File: config.mk
export PLATFORM = sky130hd
export DESIGN_NAME = uc_multicanal
export DESIGN_NICKNAME = d
export VERILOG_FILES = /design/src/rtl/uc_multicanal.sv
export SDC_FILE = /design/constraint.sdc
export NUM_CORES = 1
export LEC_CHECK = 0
export BUFFER_PORTS_ARGS = -buffer_cell sky130_fd_sc_hd__buf_2
export CAP_MARGIN = 20
export CORE_UTILIZATION = 29
export DETAILED_ROUTE_END_ITERATION = 12
export HOLD_SLACK_MARGIN = 0.03
export PLACE_DENSITY_LB_ADDON = 0.1
export SYNTH_ARGS = -nofsm -noshare
export SYNTH_HDL_FRONTEND = slang
export SYNTH_SLANG_ARGS = --single-unit
File: constraint.sdc
create_clock -name clock -period 1.7 [get_ports clock]
set_clock_uncertainty 0.15 [all_clocks]
set_input_delay 0.255 -clock clock [delete_from_list [all_inputs] [get_ports clock]]
set_output_delay 0.255 -clock clock [all_outputs]
set_load 0.05 [all_outputs]
File: src/rtl/uc_multicanal.sv
// uc_multicanal: multi-channel command decoder for the serial actuator subsystem.
// Each accepted serial word either pulses one channel's data-register enable or
// toggles that channel's open/closed position; channels >= N_CANAIS are rejected.
// Optional feature macro: UC_AUTO_FECHAR_EN (per-channel auto-close after
// TIMEOUT_CICLOS cycles open). Without it, positions change only by command or reset.
module uc_multicanal #(
  parameter int N_CANAIS       = 4,
  parameter int TIMEOUT_CICLOS = 1000,
  localparam int CW            = (N_CANAIS > 1) ? $clog2(N_CANAIS) : 1
) (
  input  logic                clock,
  input  logic                reset,
  input  logic                fimRecepcao,
  input  logic                comando,
  input  logic [CW-1:0]       canal,
  output logic [N_CANAIS-1:0] abrir,
  output logic [N_CANAIS-1:0] enableReg,
  output logic                pronto,
  output logic                erroCanal,
  output logic                perdido,
  output logic [3:0]          dbEstado
);

  typedef enum logic [2:0] {
    s_inicial       = 3'd0,
    s_espera_dado   = 3'd1,
    s_decodifica    = 3'd2,
    s_armazena_dado = 3'd3,
    s_mudar_posicao = 3'd4,
    s_erro          = 3'd5
  } estado_t;

  // Channel count widened by one bit so N_CANAIS = 2**CW still fits.
  localparam logic [CW:0] NC = (CW+1)'(N_CANAIS);

  estado_t       state;
  estado_t       state_next;
  logic          comando_l;
  logic [CW-1:0] canal_l;
  logic          canal_ok;

  assign canal_ok = ({1'b0, canal_l} < NC);

  // State register.
  always_ff @(posedge clock) begin
    if (!reset) state <= s_inicial;
    else        state <= state_next;
  end

  // Capture the command word only at the moment it is accepted.
  always_ff @(posedge clock) begin
    if (!reset) begin
      comando_l <= 1'b0;
      canal_l   <= '0;
    end else if (state == s_espera_dado && fimRecepcao) begin
      comando_l <= comando;
      canal_l   <= canal;
    end
  end

  // Flag words that arrive while the unit is busy; they are simply discarded.
  always_ff @(posedge clock) begin
    if (!reset) perdido <= 1'b0;
    else        perdido <= fimRecepcao && (state != s_espera_dado);
  end

  // Next-state decode and per-state combinational outputs.
  always_comb begin
    state_next = state;
    enableReg  = '0;
    erroCanal  = 1'b0;
    pronto     = 1'b0;
    dbEstado   = 4'hF;
    case (state)
      s_inicial: begin
        dbEstado   = 4'd0;
        state_next = s_espera_dado;
      end
      s_espera_dado: begin
        dbEstado = 4'd1;
        pronto   = 1'b1;
        if (fimRecepcao) state_next = s_decodifica;
      end
      s_decodifica: begin
        dbEstado = 4'd2;
        if (!canal_ok)     state_next = s_erro;
        else if (comando_l) state_next = s_mudar_posicao;
        else                state_next = s_armazena_dado;
      end
      s_armazena_dado: begin
        dbEstado = 4'd3;
        for (int i = 0; i < N_CANAIS; i++)
          enableReg[i] = (canal_l == CW'(i));
        state_next = s_espera_dado;
      end
      s_mudar_posicao: begin
        dbEstado   = 4'd4;
        state_next = s_espera_dado;
      end
      s_erro: begin
        dbEstado   = 4'd5;
        erroCanal  = 1'b1;
        state_next = s_espera_dado;
      end
      default: begin
        dbEstado   = 4'hF;
        state_next = s_inicial;
      end
    endcase
  end

`ifdef UC_AUTO_FECHAR_EN
  localparam int TW = $clog2(TIMEOUT_CICLOS + 1);

  logic [TW-1:0] timer [N_CANAIS];

  // Position registers with auto-close; a toggle on the expiry edge takes priority.
  always_ff @(posedge clock) begin
    if (!reset) begin
      abrir <= '0;
      for (int i = 0; i < N_CANAIS; i++) timer[i] <= '0;
    end else begin
      for (int i = 0; i < N_CANAIS; i++) begin
        if (state == s_mudar_posicao && canal_l == CW'(i)) begin
          abrir[i] <= ~abrir[i];
          timer[i] <= abrir[i] ? '0 : TW'(TIMEOUT_CICLOS);
        end else if (abrir[i]) begin
          if (timer[i] == TW'(1)) begin
            abrir[i] <= 1'b0;
            timer[i] <= '0;
          end else begin
            timer[i] <= timer[i] - TW'(1);
          end
        end
      end
    end
  end
`else
  // Position registers: flipped only when leaving the toggle state.
  always_ff @(posedge clock) begin
    if (!reset) begin
      abrir <= '0;
    end else begin
      for (int i = 0; i < N_CANAIS; i++)
        if (state == s_mudar_posicao && canal_l == CW'(i))
          abrir[i] <= ~abrir[i];
    end
  end
`endif

endmodule

==> results of run 1 <==
-- registers in the layout, summed over array words and instances, names as in the netlist --
register	flops
abrir	4
canal_l	2
state	3
perdido	1
comando_l	1
-- cell usage in the layout, fill, tap and decap left out, types with 2 or more instances in the layout --
cell type  instances
nand2_1            7
buf_2             15
buf_4              4
mux2i_1            7
inv_1              2
nor3b_2            3
nor2b_1            3
and3_1             2
nor2_2             2
nand3_1            2
nor3b_1            3
and3b_1            2
buf_6              3
dfxtp_1            9
dfxtp_4            2
clkbuf_4           3
nand2b_1           5
-- per-stage QoR --
stage          instance area, µm²  power [mW]  util [%]  setup slack (ns)
5_1_grt                       766       0.577      39.4          -0.00643
4_1_cts                       739       0.552      38.1           0.00408
3_3_place_gp                  701       0.369      36.1             0.200
6_report                      766       0.543      39.4            0.0340
3_5_place_dp                  701       0.370      36.1             0.188
2_1_floorplan                 609       0.354         -           -0.0210
-- power breakdown --
part / leakage, nW / internal, mW / switching, mW
clock: 0.0150 / 0.0906 / 0.0860
sequential: 0.0908 / 0.264 / 0.0123
combinational: 0.260 / 0.0342 / 0.0551
total: 0.366 / 0.389 / 0.153
-- timing repair --
| action | in CTS | in global routing |
|---|---|---|
| buffers inserted | 0 | 1 |
| resized for setup | 6 | 7 |
| endpoints found under the setup margin | 6 | 5 |
| gates cloned | 0 | 0 |
-- worst max-delay path, stage by stage (launching register included) --
cell and delay, ns:
dfxtp_4 0.37, and3b_2 0.26, nor3b_2 0.19, buf_6 0.18
-- worst max-delay path by stage --
stage / slack [ns] / cells after the start / endpoint
final: 0.03 / 3 / enableReg[0]
after global routing: -0.006 / 3 / enableReg[0]
after CTS: 0.004 / 3 / dbEstado[0]
after detailed placement: 0.19 / 3 / enableReg[0]
after global placement: 0.20 / 3 / enableReg[3]
after floorplan: -0.02 / 3 / enableReg[0]
-- kinds of logic (layout without fill, tap and decap cells) --
logic type	count (synthesis)	after routing	share of synthesized area, %
compound gates	3	3	3.16
buf+inv	9	28	9.68
flops	11	11	37.1
mux	7	7	11.8
simple gates	35	35	38.3
-- Yosys cell counts (all sizes together), types with 3 or more instances --
cell | instances | area (µm²)
nor3b | 6 | 55.1
and3b | 3 | 27.5
nor2b | 3 | 18.8
clkbuf | 3 | 12.5
nand2b | 5 | 31.3
nand2 | 7 | 26.3
dfxtp | 11 | 220
nor2 | 3 | 11.3
mux2i | 7 | 70.1
buf | 4 | 37.5
-- routing by layer --
layer	vias to the layer above	GRT usage (%)	part of all wire (%)
li1	252	-	-
met1	198	14.6	53
met2	13	11.8	42
met3	2	2.31	4.0
met4	0	6.86	1.2
met5	-	0	0
-- layout make-up --
type                            instances  area share (%)
Tap cell                               27            4.41
Sequential cell                        11            29.7
Multi-Input combinational cell         45            43.3
Clock buffer                            4            3.43
Timing Repair Buffer                   22            18.1
Inverter                                2           0.980
==> impl_table.tex, run 1 <==
\begin{tabular}{lr}
\hline
Metric & Value \\
\hline
\multicolumn{2}{l}{\textbf{Routing}} \\
Detailed-route vias per instance & 4.19 \\
Number of optimization iterations in the first detailed-route pass & 4 \\
Per-cell routed wire length & 9.94 µm \\
Remaining design rule violation count & 0 \\
DR iter-0 viols & 4 \\
WL final & approximately 1100 µm \\
Via count & 465 \\
Post-DRT Antenna Nets & 0 \\
\multicolumn{2}{l}{\textbf{Finish}} \\
NumNets Final & 91 \\
Fraction of final layout cells sized beyond drive strength 1 & 44.0\% \\
Number of standard cells in the final layout excluding fillers & about 110 \\
Fillers & roughly 220 \\
Area added between synthesis and finish & 28.8\% \\
Multi-input gate area & between 300 and 400 µm² \\
Reg area & between 200 and 250 µm² \\
Diodes inserted & 0 \\
\multicolumn{2}{l}{\textbf{Clock tree}} \\
Root Driver & clkbuf\_4 \\
H-tree depth & 1 \\
Max Buffers Root-to-Sink & 2 \\
Clock Latency Late Sink & $\sim$0.26 ns \\
CTS Hold Buffers Added & 0 \\
Clock tree from TritonCTS & yes \\
Num Clock Sinks & 11 \\
Register clock-pin slew on the reported worst setup and hold paths & roughly 0.07 ns \\
Number of buffers created by CTS & 3 \\
\multicolumn{2}{l}{\textbf{Timing}} \\
Top achievable clock speed & 0.600 GHz \\
Fraction of the cycle the final worst path needs & a little over nine tenths \\
Least-Margin Pin Slew & 0.326 ns \\
Hold slack & $\sim$0.081 ns \\
Post-layout minimum cycle time & 1.67 ns \\
Final Hold Vio Count & 0 \\
Final setup TNS & 0 ns \\
Setup-failing EPs final & 0 \\
Slew HR & around 78\% \\
Max Slew Vio Count & 0 \\
\multicolumn{2}{l}{\textbf{Die}} \\
Die Outline Area & approximately 2200 µm² \\
IO Pins & 21 \\
Die Height & approximately 47 µm \\
X dimension of the die & 47.3 µm \\
Initial standard-cell utilization of the core & a little under a third \\
Area inside the core boundary & 1940 µm² \\
Number of cell rows & 16 \\
\multicolumn{2}{l}{\textbf{Synth}} \\
Number of nets in the synthesized netlist & 71 \\
Ys async rst share & 0\% \\
Synthesis-stage register bit count & 11 \\
Netlist area before placement & 594 µm² \\
Flip-flop cell with the highest count after synthesis & dfxtp\_1 \\
Sequential fraction of the synthesis area & between 30\% and 40\% \\
Distinct cell type count of the synthesized netlist & 24 \\
Post-Synthesis Cells & 65 \\
Average cell area after synthesis & 9.14 µm² \\
Number of warnings printed during yosys synthesis & 0 \\
Number of enable flip-flop cells after synthesis & 0 \\
\multicolumn{2}{l}{\textbf{Placement}} \\
Placer's final routability congestion estimate & 0.733 \\
Sum of net half-perimeters after detailed placement & slightly below 800 µm \\
Input/output buffers & 20 \\
Count of placed standard cells including taps & between 100 and 150 \\
\multicolumn{2}{l}{\textbf{Worst setup path}} \\
Worst setup path class & reg -> out \\
Arrival time of the worst setup path & $\sim$1.3 ns \\
Crit Reg-Reg Startpoint & state[1]\$\_SDFFE\_PN0P\_ \\
Worst path required time & between 1 and 1.5 ns \\
Crit end category & primary output \\
Capture instance of the worst register-to-register path & comando\_l\$\_SDFFE\_PN0P\_ \\
Startpoint of the most critical setup path & state[2]\$\_SDFFE\_PN0P\_ \\
Flop-to-flop setup slack & between 0.3 and 0.4 ns \\
Max FO, Critical Path & 8 \\
Type of element launching the critical path & flop \\
Worst r2r path cells & 4 \\
\multicolumn{2}{l}{\textbf{Global route}} \\
Tot GR Track Use & 9.75\% \\
Antenna violations before repair & 0 \\
Total gr overflow & 0 \\
Number of global-route vias before repair & 339 \\
First-pass GRT wire length & around 1500 µm \\
Pin count of the biggest net entering global routing & 16 \\
\multicolumn{2}{l}{\textbf{Min path}} \\
WHS Endpoint & perdido\$\_SDFF\_PN0\_ \\
Depth of the worst hold-timing path & 3 \\
Origin of the worst min-delay path & fimRecepcao \\
Tightest Hold Check Type & in -> reg \\
\multicolumn{2}{l}{\textbf{Power}} \\
Pleak & approximately 0.37 nW \\
Worst supply voltage drop on vdd & about 0.33 mV \\
Power density over the cells & about 700 nW/µm² \\
\multicolumn{2}{l}{\textbf{Outcome}} \\
Result of the run & complete, no violations \\
\multicolumn{2}{l}{\textbf{Job}} \\
Max-cap violations & 0 \\
\hline
\end{tabular}
No activity file was read; power rests on OpenSTA's default activity.
==> run 2: changes to the inputs <==
Settings changed: CORE_AREA from default to 2 2 39 41, CORE_UTILIZATION 29 to default, CTS_CLUSTER_DIAMETER from default to 40, DIE_AREA from default to 0 0 41 43, SKIP_LAST_GASP from default to 1.
==> run 2 against run 1 <==
  * Cell area down 1.1%
  * Hold slack got worse by 0.0097 ns
  * Highest routed layer unchanged
  * Die area fell by 21%
  * Critical path type unchanged
  * Non-clock buffer count unchanged
  * Largest cell class unchanged
  * First-iteration DRC count grew to 2.8 times the previous value
==> impl_table.tex, run 2 (synthesized netlist as in run 1, its figures left out) <==
\begin{tabular}{lr}
\hline
Metric & Value \\
\hline
\multicolumn{2}{l}{\textbf{Worst setup path}} \\
Critical path cell sequence & and3b\_2, nor3b\_2, buf\_6 \\
Arrival time of the worst setup path & 1.28 ns (+0.02 ns) \\
Worst r2r path cells & 4 (unchanged) \\
Crit Reg-Reg Startpoint & state[2]\$\_SDFFE\_PN0P\_ \\
Crit end category & primary output \\
Type of element launching the critical path & flop \\
Worst path top cell family by delay & simple AND/OR/NAND/NOR gates \\
Capture instance of the worst register-to-register path & abrir[0]\$\_SDFFE\_PN0P\_ \\
Critical Path Max Stage Delay & 0.36 ns (about the same) \\
Flop-to-flop setup slack & 0.32 ns (about the same) \\
Worst path required time & 1.29 ns (about the same) \\
Buf+Inv Stages, Crit Path & 1 (unchanged) \\
Library cell contributing the largest single delay on the critical path & dfxtp\_4 \\
Worst setup path class & reg -> out \\
Max FO, Critical Path & 6 (-2) \\
\multicolumn{2}{l}{\textbf{Timing}} \\
RSZ-0062 raised after global routing & yes \\
Post-layout minimum cycle time & 1.69 ns (+0.0212 ns) \\
Slew HR & 77.9\% (-0.34 points) \\
Least-Margin Pin Slew & 0.331 ns (+0.00513 ns) \\
Top achievable clock speed & 0.593 GHz (-1.3\%) \\
Fraction of the cycle the final worst path needs & 99.2\% (+1.2 points) \\
Setup-failing EPs final & 0 (unchanged) \\
Max Slew Vio Count & 0 (unchanged) \\
Final Hold Vio Count & 0 (unchanged) \\
\multicolumn{2}{l}{\textbf{Finish}} \\
Number of standard cells in the final layout excluding fillers & 100 (-9.9\%) \\
Multi-input gate area & 334 µm² (+0.75\%) \\
Reg area & 229 µm² (+0.55\%) \\
Top register by number of flip-flops & abrir \\
Diodes inserted & 0 (unchanged) \\
NumNets Final & 91 (unchanged) \\
Area added between synthesis and finish & 27.4\% \\
Fraction of final layout cells sized beyond drive strength 1 & 46.4\% (+2.4 points) \\
Leading cell type in the layout, fill and taps excluded & buf\_2 \\
Number of flip-flops under the largest register name & 4 (unchanged) \\
Most used cells in the layout excluding fill and tap cells & buf\_2, dfxtp\_1, mux2i\_1 \\
Top Registers & abrir: 4 flops, state: 3 flops, canal\_l: 2 flops \\
Fillers & 137 (-39\%) \\
\multicolumn{2}{l}{\textbf{Die}} \\
X dimension of the die & 41 µm (-13\%) \\
Area inside the core boundary & 1380 µm² (-29\%) \\
Die Outline Area & 1760 µm² (-21\%) \\
IO Pins & 21 (unchanged) \\
Die Height & 43 µm (-9.0\%) \\
Number of cell rows & 14 (-2) \\
Initial standard-cell utilization of the core & 42.9\% (+12 points) \\
\multicolumn{2}{l}{\textbf{Placement}} \\
Sum of net half-perimeters after detailed placement & 776 µm (-1.8\%) \\
Count of placed standard cells including taps & 95 (-10\%) \\
Input/output buffers & 20 (unchanged) \\
Placer's final routability congestion estimate & 0.625 (-15\%) \\
\multicolumn{2}{l}{\textbf{Routing}} \\
Per-cell routed wire length & 11.6 µm (+17\%) \\
Via count & 494 (+6.2\%) \\
DR iter-0 viols & 11 (+7) \\
Detailed-route vias per instance & 4.94 (+18\%) \\
Number of optimization iterations in the first detailed-route pass & 4 (unchanged) \\
WL final & 1160 µm (+5.3\%) \\
Post-DRT Antenna Nets & 0 (unchanged) \\
Remaining design rule violation count & 0 (unchanged) \\
\multicolumn{2}{l}{\textbf{Power}} \\
Pleak & 0.365 nW (-0.13\%) \\
Power density over the cells & 720 nW/µm² (+1.6\%) \\
Worst supply voltage drop on vdd & 0.284 mV (-15\%) \\
Final Total Pwr & 0.545 mW (+0.43\%) \\
\multicolumn{2}{l}{\textbf{Clock tree}} \\
Register clock-pin slew on the reported worst setup and hold paths & 0.07 ns (about the same) \\
Max Buffers Root-to-Sink & 2 (unchanged) \\
H-tree depth & 1 (unchanged) \\
CTS Hold Buffers Added & 0 (unchanged) \\
Num Clock Sinks & 11 (unchanged) \\
Number of buffers created by CTS & 3 (unchanged) \\
Root Driver & clkbuf\_4 \\
Clock Latency Late Sink & 0.26 ns (about the same) \\
Clock tree from TritonCTS & yes \\
\multicolumn{2}{l}{\textbf{Min path}} \\
Origin of the worst min-delay path & fimRecepcao \\
WHS Endpoint & perdido\$\_SDFF\_PN0\_ \\
Tightest Hold Check Type & in -> reg \\
Depth of the worst hold-timing path & 3 (unchanged) \\
\multicolumn{2}{l}{\textbf{Job}} \\
Max-cap violations & 0 (unchanged) \\
\multicolumn{2}{l}{\textbf{Global route}} \\
Tot GR Track Use & 16.4\% (+6.6 points) \\
Total gr overflow & 0 (unchanged) \\
Number of global-route vias before repair & 432 (+27\%) \\
Pin count of the biggest net entering global routing & 16 (unchanged) \\
First-pass GRT wire length & 1860 µm (+26\%) \\
Antenna violations before repair & 0 (unchanged) \\
\multicolumn{2}{l}{\textbf{Outcome}} \\
Result of the run & complete, no violations \\
\hline
\end{tabular}
run 2: cell types whose count changed in the layout (fill, tap and decap cells not counted):
cell	change
dfxtp_1	-1
buf_6	+1
nand2_1	-1
clkbuf_2	+1
nand2_2	+1
dfxtp_2	+1
buf_4	-2
run 2: per-stage QoR:
stage	area, µm²	hold WS (ns)	util, %	TNS (ns)	setup slack, ns
floorplan	609	0.219	-	-0.0210	-0.0210
global placement	687	0.300	49.6	0	0.215
detailed placement	687	0.312	49.6	0	0.189
CTS	726	0.0626	52.4	0	0.00206
global route	757	0.0776	54.7	-0.109	-0.0500
finish	757	0.0716	54.7	0	0.0128
run 2: repair_timing:
| item | CTS | global route |
|---|---|---|
| setup buffers | 0 | 1 |
| endpoints found under the setup margin | 6 | 6 |
| gates resized for setup | 6 | 10 |
| pin swaps | 0 | 1 |
run 2: report_power, final:
part           switching [mW]  total [mW]  internal [mW]  leakage (nW)
combinational          0.0550      0.0882         0.0332         0.259
sequential             0.0131       0.278          0.265        0.0913
clock                  0.0882       0.179         0.0908        0.0150
run 2: worst max path at each step:
| stage | from | end | depth (start not counted) |
|---|---|---|---|
| final | state[2]$_SDFFE_PN0P_ | enableReg[0] | 3 |
| after global routing | state[2]$_SDFFE_PN0P_ | enableReg[0] | 3 |
| after CTS | state[2]$_SDFFE_PN0P_ | dbEstado[0] | 3 |
| after detailed placement | state[0]$_SDFFE_PN0P_ | enableReg[0] | 3 |
| after global placement | state[2]$_SDFFE_PN0P_ | enableReg[3] | 3 |
| after floorplan | state[2]$_SDFFE_PN0P_ | enableReg[0] | 3 |
run 2: tightest hold or removal path: stages:
cell     delay [ns]
buf_2          0.11
nand2_1        0.05
nor2_1         0.03
run 2: per-layer routing:
layer / vias to the layer above / global-route usage (%) / wire length [µm]
met2: 15 / 22.2 / 574
met4: 0 / 12.0 / 23
met3: 4 / 4.71 / 60
met5: - / 0 / 0
met1: 222 / 21.0 / 504
li1: 253 / - / -
run 2: final cells by class:
type,instances,area share (%)
tap,16,2.64
clock buffer,4,3.47
sequential,11,30.2
multi-input combinational,45,44.1
timing repair buffer,22,18.5
inverter,2,0.992
